$ cat src/rtl/div_if.sv
// Handshake and operand bundle between the issuing pipeline stage and div_unit.
// master drives requests; slave (the divider) returns result/ready/busy.
interface div_if;
    logic        start;
    logic        signed_div;
    logic [31:0] opdata1;
    logic [31:0] opdata2;
    logic        annul;
    logic [63:0] result;
    logic        ready;
    logic        busy;

    modport master (
        output start, signed_div, opdata1, opdata2, annul,
        input  result, ready, busy
    );

    modport slave (
        input  start, signed_div, opdata1, opdata2, annul,
        output result, ready, busy
    );
endinterface

$ cat src/rtl/div_unit.sv
// 32-bit restoring radix-2 divider, one quotient bit per cycle, result = {remainder, quotient}.
// Optional macro DIV_ZERO_FAST_EN: a zero divisor completes in one edge with {opdata1, 32'hFFFFFFFF}.
module div_unit (
    input  logic clk,
    input  logic rst,
    div_if.slave bus
);
    typedef enum logic [1:0] {IDLE, DIV, DONE} state_t;

    state_t      state_reg, state_next;
    logic [4:0]  cnt_reg;
    logic [31:0] dividend_reg;
    logic [31:0] divisor_reg;
    logic [31:0] rem_reg;
    logic        neg_q_reg;
    logic        neg_r_reg;
    logic [63:0] result_reg;

    logic        accept;
    logic        div_zero;
    logic        op1_neg, op2_neg;
    logic [31:0] abs1, abs2;
    logic [32:0] shifted;
    logic        q_bit;
    logic [31:0] rem_it, quo_it, q_fix, r_fix;

    assign accept  = (state_reg == IDLE) && bus.start && !bus.annul;

`ifdef DIV_ZERO_FAST_EN
    assign div_zero = (bus.opdata2 == 32'd0);
`else
    assign div_zero = 1'b0;
`endif

    assign op1_neg = bus.signed_div & bus.opdata1[31];
    assign op2_neg = bus.signed_div & bus.opdata2[31];
    assign abs1    = op1_neg ? (32'd0 - bus.opdata1) : bus.opdata1;
    assign abs2    = op2_neg ? (32'd0 - bus.opdata2) : bus.opdata2;

    // The shifted partial remainder needs 33 bits when the divisor is above 2^31;
    // the restored or subtracted value always fits back into 32 bits.
    assign shifted = {rem_reg, dividend_reg[31]};
    assign q_bit   = (shifted >= {1'b0, divisor_reg});
    assign rem_it  = shifted[31:0] - (q_bit ? divisor_reg : 32'd0);
    assign quo_it  = {dividend_reg[30:0], q_bit};
    assign q_fix   = neg_q_reg ? (32'd0 - quo_it) : quo_it;
    assign r_fix   = neg_r_reg ? (32'd0 - rem_it) : rem_it;

    always_ff @(posedge clk or posedge rst) begin
        if (rst) begin
            state_reg <= IDLE;
        end else begin
            state_reg <= state_next;
        end
    end

    always_comb begin
        state_next = state_reg;
        case (state_reg)
            IDLE: begin
                if (bus.start && !bus.annul) begin
                    state_next = div_zero ? DONE : DIV;
                end
            end
            DIV: begin
                if (bus.annul) begin
                    state_next = IDLE;
                end else if (cnt_reg == 5'd31) begin
                    state_next = DONE;
                end
            end
            DONE: begin
                // Level handshake: hold until the consumer drops start.
                if (bus.annul || !bus.start) begin
                    state_next = IDLE;
                end
            end
            default: state_next = IDLE;
        endcase
    end

    always_ff @(posedge clk or posedge rst) begin
        if (rst) begin
            cnt_reg      <= 5'd0;
            dividend_reg <= 32'd0;
            divisor_reg  <= 32'd0;
            rem_reg      <= 32'd0;
            neg_q_reg    <= 1'b0;
            neg_r_reg    <= 1'b0;
            result_reg   <= 64'd0;
        end else begin
            case (state_reg)
                IDLE: begin
                    if (accept) begin
                        dividend_reg <= abs1;
                        divisor_reg  <= abs2;
                        rem_reg      <= 32'd0;
                        cnt_reg      <= 5'd0;
                        neg_q_reg    <= op1_neg ^ op2_neg;
                        neg_r_reg    <= op1_neg;
                        if (div_zero) begin
                            result_reg <= {bus.opdata1, 32'hFFFF_FFFF};
                        end
                    end
                end
                DIV: begin
                    if (!bus.annul) begin
                        dividend_reg <= quo_it;
                        rem_reg      <= rem_it;
                        cnt_reg      <= cnt_reg + 5'd1;
                        if (cnt_reg == 5'd31) begin
                            result_reg <= {r_fix, q_fix};
                        end
                    end
                end
                default: ;
            endcase
        end
    end

    assign bus.result = result_reg;
    assign bus.ready  = (state_reg == DONE);
    assign bus.busy   = (state_reg == DIV);
endmodule
$ cat src/flat_wrapper.sv
// flat-port wrapper written by rule: the top's interface ports become plain ports
module div_unit_flat 
  (clk, rst, bus_start, bus_signed_div, bus_opdata1, bus_opdata2, bus_annul, bus_result, bus_ready, bus_busy);
  div_if bus_i ();
  input  logic clk;
  input  logic rst;
  input wire logic [$bits(bus_i.start)-1:0] bus_start;
  input wire logic [$bits(bus_i.signed_div)-1:0] bus_signed_div;
  input wire logic [$bits(bus_i.opdata1)-1:0] bus_opdata1;
  input wire logic [$bits(bus_i.opdata2)-1:0] bus_opdata2;
  input wire logic [$bits(bus_i.annul)-1:0] bus_annul;
  output wire logic [$bits(bus_i.result)-1:0] bus_result;
  output wire logic [$bits(bus_i.ready)-1:0] bus_ready;
  output wire logic [$bits(bus_i.busy)-1:0] bus_busy;
  assign bus_i.start = bus_start;
  assign bus_i.signed_div = bus_signed_div;
  assign bus_i.opdata1 = bus_opdata1;
  assign bus_i.opdata2 = bus_opdata2;
  assign bus_i.annul = bus_annul;
  assign bus_result = bus_i.result;
  assign bus_ready = bus_i.ready;
  assign bus_busy = bus_i.busy;
  div_unit u_core (.clk(clk), .rst(rst), .bus(bus_i));
endmodule
$ cat config.mk
export PLATFORM = sky130hd
export DESIGN_NAME = div_unit_flat
export DESIGN_NICKNAME = d
export VERILOG_FILES = /design/src/rtl/div_if.sv /design/src/rtl/div_unit.sv /design/src/flat_wrapper.sv
export SDC_FILE = /design/constraint.sdc
export NUM_CORES = 1
export LEC_CHECK = 0
export ABC_AREA = 1
export BUFFER_PORTS_ARGS = -buffer_cell sky130_fd_sc_hd__buf_2
export CAP_MARGIN = 10
export CORE_MARGIN = 2
export CORE_UTILIZATION = 40
export DETAILED_ROUTE_END_ITERATION = 8
export GPL_TIMING_DRIVEN = 0
export PLACE_DENSITY = 0.6
export RECOVER_POWER = 100
export SETUP_SLACK_MARGIN = 0.2
export SYNTH_ARGS = -nofsm -noshare
export SYNTH_HDL_FRONTEND = slang
export SYNTH_SLANG_ARGS = --single-unit
$ cat constraint.sdc
create_clock -name clk -period 7.9 [get_ports clk]
set_clock_uncertainty 0.1 [all_clocks]
set_input_delay 1.58 -clock clk [delete_from_list [all_inputs] [get_ports clk]]
set_output_delay 1.58 -clock clk [all_outputs]
set_load 0.02 [all_outputs]
==> flow_summary.ini <==
[pwr]
p_per_area_mw_per_mm2 = 412
p_int_mw = 2.69
clkPwrFrac = 0.147
seqPwrFrac = 0.203
p_leak_nw = 7.58
vdd_drop_max_mv = 0.238
combPwrFrac = 0.650
swShare = 0.557
p_sw_mw = 3.38

[route]
dr.pass1.iters = 5
vias_per_cell = 5.09
vias = 13100
antenna_left = 0
drt_iter0_drc = 1107
drt_wl_total_um = 43400
avgRoutedWirePerCell_um = 16.8
route.detailed.drc = 0

[placed_design]
portBuffers = 134
placed_cell_area_mm2 = 0.0144
place.gp.congestion = 0.951
dp_hpwl_um = 35500

[run]
maxCapViolations = 2

[sta]
fmax_ghz = 0.173
rsz0062_at_grt = false
hold_viol = 0
period_needed_ns = 5.78
setup_viol = 0
period_share = 0.731
worst_slew_pin_slew_ns = 2.85
slew_viol_final = 172
relSlewSlack = -0.900
finalSetupTns_ns = 0

[synth]
synth_edf_count = 0
synth_top_area_frac = 0.321
synth_flop_cell = dfrtp_1
async_flop_share = 1.00
ys_types = 47
syn_avg_cell_area_um2 = 6.66
synth_seq_cells = 169
synth_area_leaders = dfrtp_1 32%, nand2_1 19%, inv_1 7.1%
yosysTopAreaCell = dfrtp_1
yosys_warnings = 0
syn-cell-area_mm2 = 0.0132
syn-num-nets = 2114
syn_inst = 1975
ys_seq_area_frac = 0.321

[clocking]
cts_buffer_depth = 2
cts_tree = built
cts.sinks = 169
cts_max_level = 4
path_clk_slew_ns = 0.08
cts_setup_buffers = 0
cts_resized = 0
cts-root-buf = clkbuf_16
cts_hold_buf = 0
cts_buffers = 17
clk_latency_ns = 0.45

[setup_path]
critPathMaxFanout = 9
worstPathArrival_ns = 6.07
critPathTopFamily = simple AND/OR/NAND/NOR gates
max_stage_delay_ns = 0.50
cp-start-kind = flop
worstPathRequired_ns = 8.19
crit_slowest_cell = fa_1
crit_top_cell = nand2_1
cp-end-kind = flop
crit_buf_inv = 6
crit_type = reg2reg

[layout]
diodes = 0
multi_input_area_mm2 = 0.00756
area_growth_pct = 12.0
final_nets = 2268
final_common_cell = nand2_1
drive_gt1_frac = 0.0658
final_area_mm2 = 0.0147
largest_reg_flops = 64
num-fill-cells = 3514
seq_area_mm2 = 0.00423
layout_common_cells = 665 x nand2_1, 251 x inv_1, 182 x nor2_1

[global_route]
track_usage = 0.260
grt_max_degree = 114
antenna_found_initial = 0
gr-total-overflow = 0
grt_first_pass_wirelength_um = 68200
grt_pass1_vias = 12200

[die]
die_y_um = 185
core-area_mm2 = 0.0325
start_util = 0.405
die_w_um = 185
row_count = 66
io_pins = 135
die_area_mm2 = 0.0344

[min_path]
hold_path.class = reg2reg

[outcome]
status = complete, but fails checks
violations = capacitance limit, slew limit
cell families after synthesis:
| group | after synthesis | share of synthesized area |
|---|---|---|
| flip-flops | 169 | 0.321 |
| AO/OA/AOI/OAI | 251 | 0.109 |
| buffers and inverters | 319 | 0.0916 |
| AND/OR/NAND/NOR | 1080 | 0.354 |
| adder cells (fa/ha/maj) | 70 | 0.0671 |
| XOR/XNOR | 86 | 0.0572 |
cell type report:
type / count / share of cell area
clock inverter: 15 / 0.0124
multi-input combinational: 1487 / 0.513
sequential: 169 / 0.287
buffer: 54 / 0.0141
inverter: 265 / 0.0676
timing repair buffer: 135 / 0.0400
clock buffer: 17 / 0.0289
tap: 442 / 0.0375
routing by layer:
metal | wire length (µm) | GRT usage | vias to the layer above | share of wire
met3 | 3000 | 0.0421 | 49 | 0.069
li1 | - | - | 6643 | -
met5 | 0 | 0 | - | 0
met4 | 907 | 0.0775 | 0 | 0.021
met2 | 18000 | 0.381 | 410 | 0.42
met1 | 21500 | 0.390 | 6046 | 0.49
power groups by stage:
| stage | Combinational [mW] | Sequential [mW] | Clock, mW |
|---|---|---|---|
| after floorplan | 2.92 | 1.17 | 0 |
| after global placement | 3.96 | 1.24 | 0 |
| after detailed placement | 4.01 | 1.24 | 0 |
| after CTS | 4.02 | 1.22 | 0.913 |
| after global routing | 4.47 | 1.25 | 0.944 |
| final | 3.95 | 1.23 | 0.894 |
path summary, 6_finish.rpt:
path,to,startpoint,cells after the start,slack [ns]
worst max-delay path,u_core.bus.result[52],u_core.rem_reg[7],31,2.12
worst min-delay path,u_core.bus.result[58],u_core.bus.result[58],2,0.38
worst max register to register,u_core.bus.result[52],u_core.rem_reg[7],31,2.12
worst min register to register,u_core.bus.result[58],u_core.bus.result[58],2,0.38
max in group asynchronous,u_core.divisor_reg[15],rst,3,2.32
min in group asynchronous,u_core.bus.result[8],rst,2,1.71
worst min-delay path: stages (launching register included):
cell     delay [ns]
dfrtp_1        0.35
nand2_1        0.05
nand2_1        0.05
Yosys cell counts, drive strengths merged, types with 25 or more instances:
cell type / count
nand4: 33
inv: 261
ha: 69
nor2: 192
o21ai: 141
dfrtp: 169
xor2: 69
nand2: 674
o221ai: 25
nand3: 124
clkbuf: 49
a21oi: 52
stage by stage:
stage / hold slack (ns) / setup WS, ns / power, mW / util / instances
after detailed placement: 0.362 / 2.90 / 5.25 / 0.444 / 2552
after floorplan: 0.359 / 1.64 / 4.09 / - / 1975
after global routing: 0.403 / 1.29 / 6.67 / 0.454 / 2584
after CTS: 0.381 / 2.86 / 6.16 / 0.463 / 2584
final: 0.378 / 2.12 / 6.07 / 0.454 / 2584
after global placement: 0.358 / -0.496 / 5.19 / 0.443 / 2551
No activity file was read; power rests on OpenSTA's default activity.
